==> config.mk <==
export PLATFORM = sky130hd
export DESIGN_NAME = apb_master
export DESIGN_NICKNAME = d
export VERILOG_FILES = /design/src/rtl/apb_pkg.sv /design/src/rtl/apb_timeout_cnt.sv /design/src/rtl/apb_master.sv
export SDC_FILE = /design/constraint.sdc
export NUM_CORES = 1
export LEC_CHECK = 0
export ABC_AREA = 0
export ABC_CLOCK_PERIOD_IN_PS = 1900
export BUFFER_PORTS_ARGS = -buffer_cell sky130_fd_sc_hd__buf_2
export CAP_MARGIN = 30
export CELL_PAD_IN_SITES_DETAIL_PLACEMENT = 0
export CELL_PAD_IN_SITES_GLOBAL_PLACEMENT = 2
export CORE_MARGIN = 2
export CORE_UTILIZATION = 25
export DETAILED_ROUTE_END_ITERATION = 8
export PLACE_DENSITY_LB_ADDON = 0.1
export SETUP_SLACK_MARGIN = 0.05
export SKIP_CTS_REPAIR_TIMING = 1
export SLEW_MARGIN = 20
export SYNTH_ARGS = -nofsm -noshare
export SYNTH_HDL_FRONTEND = slang
export SYNTH_SLANG_ARGS = --single-unit
==> constraint.sdc <==
create_clock -name PCLK -period 1.9 [get_ports PCLK]
set_input_delay 0.19 -clock PCLK [delete_from_list [all_inputs] [get_ports PCLK]]
set_output_delay 0.19 -clock PCLK [all_outputs]
set_load 0.03 [all_outputs]
==> src/rtl/apb_pkg.sv <==
// Shared types and constants for the APB requester and its area-block completer.
package apb_pkg;

  localparam int unsigned APB_ADDR_W = 32;
  localparam int unsigned APB_DATA_W = 32;
  localparam int unsigned TO_CNT_W   = 8;

  // Register map of the rectangle-area completer.
  localparam logic [APB_ADDR_W-1:0] SIDE_A_ADDR = 32'h0000_0000;
  localparam logic [APB_ADDR_W-1:0] SIDE_B_ADDR = 32'h0000_0004;
  localparam logic [APB_ADDR_W-1:0] AREA_ADDR   = 32'h0000_0008;

  typedef enum logic [1:0] {
    IDLE   = 2'd0,
    SETUP  = 2'd1,
    ACCESS = 2'd2,
    RESP   = 2'd3
  } apb_state_e;

  // Last counter value allowed before an ACCESS phase is aborted.
  function automatic logic [TO_CNT_W-1:0] to_limit(input int unsigned cycles);
    return TO_CNT_W'(cycles - 1);
  endfunction

endpackage

==> src/rtl/apb_timeout_cnt.sv <==
// ACCESS-phase wait counter; flags the cycle in which the PREADY budget is spent.
module apb_timeout_cnt
  import apb_pkg::*;
#(
  parameter int unsigned TIMEOUT_CYCLES = 16
) (
  input  logic clk,
  input  logic rst,
  input  logic clr,
  input  logic inc,
  output logic expired_c
);

  localparam logic [TO_CNT_W-1:0] LIMIT = to_limit(TIMEOUT_CYCLES);

  logic [TO_CNT_W-1:0] cnt_q;
  logic [TO_CNT_W-1:0] cnt_d;

  always_comb begin
    cnt_d = cnt_q;
    if (clr) begin
      cnt_d = '0;
    end else if (inc) begin
      cnt_d = cnt_q + TO_CNT_W'(1);
    end
  end

  always_ff @(posedge clk) begin
    if (rst) begin
      cnt_q <= '0;
    end else begin
      cnt_q <= cnt_d;
    end
  end

  assign expired_c = (cnt_q == LIMIT);

endmodule

==> src/rtl/apb_master.sv <==
// APB requester: one command at a time through SETUP/ACCESS, with a PREADY timeout
// and a held response until the consumer takes it.
module apb_master
  import apb_pkg::*;
#(
  parameter int unsigned ADDR_W         = APB_ADDR_W,
  parameter int unsigned DATA_W         = APB_DATA_W,
  parameter int unsigned TIMEOUT_CYCLES = 16
) (
  input  logic              PCLK,
  input  logic              PRESET,
  input  logic              cmd_valid,
  output logic              cmd_ready,
  input  logic              cmd_write,
  input  logic [ADDR_W-1:0] cmd_addr,
  input  logic [DATA_W-1:0] cmd_wdata,
  output logic              rsp_valid,
  input  logic              rsp_ready,
  output logic [DATA_W-1:0] rsp_rdata,
  output logic              rsp_err,
  output logic              PSEL,
  output logic              PENABLE,
  output logic              PWRITE,
  output logic [ADDR_W-1:0] PADDR,
  output logic [DATA_W-1:0] PWDATA,
  input  logic [DATA_W-1:0] PRDATA,
  input  logic              PREADY
);

  apb_state_e        state_q,     state_d;
  logic              cmd_ready_q, cmd_ready_d;
  logic              rsp_valid_q, rsp_valid_d;
  logic [DATA_W-1:0] rsp_rdata_q, rsp_rdata_d;
  logic              rsp_err_q,   rsp_err_d;
  logic              psel_q,      psel_d;
  logic              penable_q,   penable_d;
  logic              pwrite_q,    pwrite_d;
  logic [ADDR_W-1:0] paddr_q,     paddr_d;
  logic [DATA_W-1:0] pwdata_q,    pwdata_d;

  logic to_clr;
  logic to_inc;
  logic to_expired_c;

  apb_timeout_cnt #(
    .TIMEOUT_CYCLES(TIMEOUT_CYCLES)
  ) u_timeout (
    .clk       (PCLK),
    .rst       (PRESET),
    .clr       (to_clr),
    .inc       (to_inc),
    .expired_c (to_expired_c)
  );

  // Next state and next registered outputs.
  always_comb begin
    state_d     = state_q;
    cmd_ready_d = cmd_ready_q;
    rsp_valid_d = rsp_valid_q;
    rsp_rdata_d = rsp_rdata_q;
    rsp_err_d   = rsp_err_q;
    psel_d      = psel_q;
    penable_d   = penable_q;
    pwrite_d    = pwrite_q;
    paddr_d     = paddr_q;
    pwdata_d    = pwdata_q;
    to_clr      = 1'b0;
    to_inc      = 1'b0;

    case (state_q)
      IDLE: begin
        cmd_ready_d = 1'b1;
        if (cmd_valid && cmd_ready_q) begin
          state_d     = SETUP;
          cmd_ready_d = 1'b0;
          psel_d      = 1'b1;
          penable_d   = 1'b0;
          pwrite_d    = cmd_write;
          paddr_d     = cmd_addr;
          pwdata_d    = cmd_wdata;
        end
      end

      SETUP: begin
        state_d   = ACCESS;
        penable_d = 1'b1;
        to_clr    = 1'b1;
      end

      ACCESS: begin
        // A completing PREADY takes priority over a timeout in the same cycle.
        if (PREADY) begin
          state_d     = RESP;
          psel_d      = 1'b0;
          penable_d   = 1'b0;
          rsp_valid_d = 1'b1;
          rsp_err_d   = 1'b0;
          rsp_rdata_d = pwrite_q ? '0 : PRDATA;
        end else if (to_expired_c) begin
          state_d     = RESP;
          psel_d      = 1'b0;
          penable_d   = 1'b0;
          rsp_valid_d = 1'b1;
          rsp_err_d   = 1'b1;
          rsp_rdata_d = '0;
        end else begin
          to_inc = 1'b1;
        end
      end

      RESP: begin
        if (rsp_ready) begin
          state_d     = IDLE;
          rsp_valid_d = 1'b0;
          cmd_ready_d = 1'b1;
        end
      end

      default: begin
        state_d = IDLE;
      end
    endcase
  end

  always_ff @(posedge PCLK) begin
    if (PRESET) begin
      state_q     <= IDLE;
      cmd_ready_q <= 1'b0;
      rsp_valid_q <= 1'b0;
      rsp_rdata_q <= '0;
      rsp_err_q   <= 1'b0;
      psel_q      <= 1'b0;
      penable_q   <= 1'b0;
      pwrite_q    <= 1'b0;
      paddr_q     <= '0;
      pwdata_q    <= '0;
    end else begin
      state_q     <= state_d;
      cmd_ready_q <= cmd_ready_d;
      rsp_valid_q <= rsp_valid_d;
      rsp_rdata_q <= rsp_rdata_d;
      rsp_err_q   <= rsp_err_d;
      psel_q      <= psel_d;
      penable_q   <= penable_d;
      pwrite_q    <= pwrite_d;
      paddr_q     <= paddr_d;
      pwdata_q    <= pwdata_d;
    end
  end

  assign cmd_ready = cmd_ready_q;
  assign rsp_valid = rsp_valid_q;
  assign rsp_rdata = rsp_rdata_q;
  assign rsp_err   = rsp_err_q;
  assign PSEL      = psel_q;
  assign PENABLE   = penable_q;
  assign PWRITE    = pwrite_q;
  assign PADDR     = paddr_q;
  assign PWDATA    = pwdata_q;

endmodule
**Word level (Yosys, flattened, before mapping)**

Index checks and enable logic that the tools add are counted.

- Register bits: 112
- Bits in latches: 0
- RAM bits: 0
- Bits in read-only memories: 0
- Input port bits: 102
- Output and inout bits: 102
- Word-level logic and storage cells: 60
- Memories kept: 0

- Add/sub/neg operators: 1
- Multiply operators: 0
- Divide/modulo/power cells: 0
- Order comparisons: 0
- Eq/ne operators: 7
- Shifts and indexed selects: 0
- Multiplexer cells: 26
- Bitwise logic cells: 0
- Reduce and logical (&&, ||, !) cells: 15

Operators by type and width:

| operator | number |
|---|---|
| 2-to-1 mux 32 bit | 3 |
| 2-to-1 mux 1 bit | 14 |
| AND reduction 3 bit | 4 |
| adder 8 x 1 -> 8 bit, second input constant | 1 |
| == test 8 x 4 -> 1 bit, second input constant | 1 |
| 2-to-1 mux 2 bit | 4 |
| case mux 2 bit (4 select lines) | 1 |
| nonzero test 2 bit | 4 |
| case mux 1 bit (2 select lines) | 3 |
| AND reduction 2 bit | 3 |
| == test 2 bit, second input constant | 2 |
| != test 2 bit, second input constant | 2 |
| != test 3 bit, second input constant | 1 |
| case mux 1 bit (3 select lines) | 1 |
| nonzero test 3 bit | 1 |
| == test 2 x 1 -> 1 bit, second input constant | 1 |
| zero test 2 bit | 1 |
| OR reduction 2 bit | 1 |
| logical AND 1 bit | 1 |

**Longest topological paths before layout**

- Word-level depth: 4
- Mapped depth: 7
- Mapped depth without buffers: 6

**Modules after synthesis**

Synthesis repeated with hierarchy kept, for this count alone.

- Cell total of the unflattened synthesis: 513
- Area total of the unflattened synthesis: 4201.5 um2

Modules (own cells, without submodules):

| module | times used | cells each | area an instance (um2) | sequential area each (um2) |
|---|---|---|---|---|
| apb_master | 1 | 473 | 3843.7 | 2082.0 |
| apb_timeout_cnt | 1 | 40 | 357.8 | 160.2 |

**Worst setup path after synthesis**

Ideal clock, no wire load.

- Path type: flip-flop to flip-flop
- Start point: reg u_timeout.cnt_q[0]
- End point: reg rsp_rdata_q[0] (netlist: rsp_rdata[0])
- Library setup time: 0.072 ns
- Arrival time: 1.528 ns
- Data required time: 1.828 ns
- Setup slack: 0.301 ns
- Stages on the path, launching flop included: 7
- Buffers on the path: 1
- Period minus slack after synthesis: 1.599 ns
- Cells stage by stage: dfxtp_1 ha_1 and4b_4 and2_4 o21ai_4 buf_12 mux2i_1

- Cells in the longest elaborated chain, start to end: 3

RTL lines:

| item | RTL line | RTL |
|---|---|---|
| from (decl) | apb_timeout_cnt.sv:16 | `logic [TO_CNT_W-1:0] cnt_q;` |
| from (signal assigned) | apb_timeout_cnt.sv:32 | `cnt_q <= cnt_d;` |
| == test 8 x 4 -> 1 bit | apb_timeout_cnt.sv:36 | `assign expired_c = (cnt_q == LIMIT);` |
| nonzero test 2 bit (no source line) | n/a |  |
| AND reduction 2 bit (no source line) | n/a |  |
| to (signal assigned) | apb_master.sv:141 | `rsp_rdata_q <= rsp_rdata_d;` |
| to (decl) | apb_master.sv:33 | `logic [DATA_W-1:0] rsp_rdata_q, rsp_rdata_d;` |

No other way between the ends.
A chain may end at the register's enable or synchronous reset.

**Worst setup path in the final report**

- Start point: reg u_timeout.cnt_q[0]
- End point: reg state_q[1]

- Cells in the longest elaborated chain, start to end: 3

RTL lines:

| item | RTL line | RTL |
|---|---|---|
| == test 8 x 4 -> 1 bit | apb_timeout_cnt.sv:36 |  |
| != test 3 bit (no source line) | n/a |  |
| AND reduction 3 bit (no source line) | n/a |  |
| to (signal assigned) | apb_master.sv:138 | `state_q <= state_d;` |
| to (decl) | apb_master.sv:30 | `apb_state_e state_q, state_d;` |

No other way between the ends.

==> reports/metrics.yaml <==
worst_setup_path:
  cp.required_ns: 2.18
  cp-end-kind: "flip-flop"
  worstSetupStartpointType: "flip-flop"
  cp_slowest_cell: "dfxtp_1"
  crit_path_max_fanout: 8
  crit_path_max_incr_delay_ns: 0.40
  critPathKind: "reg2reg"
  path_cells: "ha_1 -> and4b_4 -> a21oi_2 -> nor3_1 -> mux2i_1"
  cp.arrival_ns: 1.96
floorplan:
  io_pins: 204
  rows: 48
  die_w_um: 136
  core_region_area_um2: 17200
  die-area_um2: 18500
  dieHeight_um: 136
  start_util_pct: 25.3
pwr:
  netSwitchingPower_w: 0.00239
  swShare_pct: 35.3
  pwr-share-clk_pct: 27.9
  comb_power_share_pct: 31.0
  leakage_nw: 2.81
  internal_power_w: 0.00439
  powerDensity_nw_per_um2: 1160
  max-vdd-ir-drop_mv: 0.414
  p_seq_share_pct: 41.2
yosys:
  postSynthAreaPerCell_um2: 8.57
  synth_edf_count: 0
  ys_warn_count: 0
  synth-seq-cells: 112
  syn_inst: 508
  syn_area_um2: 4350
  yosysSeqAreaShare_pct: 51.5
  synth.net_count: 615
  synth_cell_type_count: 41
  async_flop_share_pct: 0
  synth_flop_cell: "dfxtp_1"
detailed_routing:
  drt-total-wl_um: 12600
  ant_nets: 0
  drc: 0
  routedWlPerCell_um: 13.5
  vias_per_cell: 4.27
  vias: 3977
  drt_iter0_drc: 126
  dr.pass1.iters: 4
cells_and_area:
  stdcell_count: 931
  stdcell_area_um2: 5860
  synthToLayoutAreaGrowth_pct: 34.7
  nets: 807
  layout-drive-gt1-share_pct: 33.9
  nFillCells: 1863
timing:
  fmax_mhz: 593
  skew_ns: 0.00552
  fin_crit_ns: 1.69
  max_slew.worst_pin.slew_ns: 0.745
  rsz0062_at_grt: "false"
  slew_headroom_pct: 50.3
  hold_viol_final: 0
  tns_ns: 0
  finalWorstSetupSlack_ns: 0.215
  timing.final.crit_share_pct: 88.7
  maxSlewViolCount: 0
  final-setup-viol-count: 0
run_status:
  status: "finished, final reports clean"
clock_network:
  cts.path.max_buffers: 2
  numCtsBuffers: 9
  clock_sinks: 112
  clk_latency_ns: 0.34
  clk_pin_slew_worst_paths_ns: 0.07
  cts_tree: "done"
  cts_root_buf: "clkbuf_16"
  h-tree-depth: 3
placement:
  dp.cells: 914
  place_area_um2: 5570
  place.gp.congestion: 0.759
  port_buffers: 203
  hpwlAfterDp_um: 8850
  pre_cts_slack_ns: 0.152
hold_path:
  hp-class: "in2reg"
global_routing:
  grt_pass1_wl_um: 19300
  grt_max_degree: 66
  grt_pass1_vias: 3799
  track_usage_pct: 13.4
  grt.overflow.total: 0
  antenna_found_initial: 2
job:
  cap_violations: 0
==> power groups by stage <==
stage	Combinational (W)	Sequential (W)	Clock [W]
finish	0.00210	0.00279	0.00189
global route	0.00230	0.00283	0.00207
CTS	0.00214	0.00280	0.00200
detailed placement	0.00213	0.00285	0
global placement	0.00212	0.00283	0
floorplan	0.000893	0.00337	0
==> final timing paths <==
check | startpoint | slack [ns] | to | cells after the start
max | u_timeout.cnt_q[0]$_SDFFE_PP0P_ | 0.21 | state_q[1]$_SDFFE_PP0P_ | 5
min | cmd_wdata[11] | 0.07 | PWDATA[11]$_SDFFE_PP0P_ | 3
max reg2reg | u_timeout.cnt_q[0]$_SDFFE_PP0P_ | 0.21 | state_q[1]$_SDFFE_PP0P_ | 5
min reg2reg | rsp_valid$_SDFFE_PP0P_ | 0.45 | rsp_valid$_SDFFE_PP0P_ | 2
==> area by class of cell <==
cell class | instances | area, um2 | area share (%)
timing repair buffer | 214 | 1160 | 19.9
clock inverter | 3 | 42.5 | 0.725
sequential | 112 | 2240 | 38.2
antenna | 2 | 5.00 | 0.0853
multi-input combinational | 357 | 1860 | 31.7
clock buffer | 12 | 246 | 4.20
tap | 225 | 282 | 4.80
inverter | 6 | 22.5 | 0.384
==> cells by family after synthesis <==
kind of cell / after synthesis / synth area share (%)
buf+inv: 39 / 6.06
simple gates: 230 / 21.4
fa+ha+maj: 5 / 1.44
xor+xnor: 5 / 1.01
flops: 112 / 51.5
mux: 34 / 7.82
compound gates: 83 / 10.8
==> routing by layer <==
| layer | wire (um) | track usage [%] | up-vias |
|---|---|---|---|
| li1 | - | - | 2030 |
| met4 | 359 | 7.35 | 2 |
| met2 | 5550 | 20.5 | 144 |
| met5 | 13 | 0 | - |
| met1 | 5440 | 16.3 | 1781 |
| met3 | 1200 | 5.00 | 20 |
==> sequential cells by signal (all words and copies together), names as in the netlist, 2 cells and up <==
signal and flops:
PWDATA 32, PADDR 32, state_q 2, rsp_rdata 32
u_timeout.cnt_q 8
==> cell usage after synthesis, types with 3 or more instances <==
master,number,area [um2]
ha_1,5,62.6
clkbuf_8,5,68.8
mux2i_1,34,340
nand2_1,201,754
inv_1,6,22.5
a21oi_1,68,340
buf_2,7,35.0
buf_12,3,60.1
nor2_1,13,48.8
clkbuf_1,12,45.0
xor2_1,3,26.3
dfxtp_1,112,2240
buf_1,4,15.0
==> placed cells by master (no fill, tap or decap), types with 2 or more instances in the layout <==
cell	instances
a211oi_1	2
a21oi_1	68
buf_12	5
buf_2	203
buf_4	5
clkbuf_1	2
clkbuf_16	9
dfxtp_1	112
diode_2	2
ha_1	5
inv_1	6
mux2i_1	34
nand2_1	201
nand2b_1	2
nand4_1	2
nor2_1	13
xnor2_1	2
xor2_1	3
==> stage by stage <==
step           util [%]  hold WS, ns  total power, W
2_1_floorplan         -        0.306         0.00426
3_3_place_gp       32.4        0.431         0.00495
3_5_place_dp       32.4        0.436         0.00498
4_1_cts            34.1       0.0516         0.00693
5_1_grt            34.1       0.0622         0.00720
6_report           34.1       0.0729         0.00678
==> worst max-delay path: cells and delay by family, from the launching register on <==
kind	cells	cell delay (ns)
muxes	1	0.21
AOI/OAI and AO/OA	1	0.13
and+or+nand+nor	2	0.63
adders and majority gates	1	0.26
DFF	1	0.40
Power figures use the tool's default switching activity.
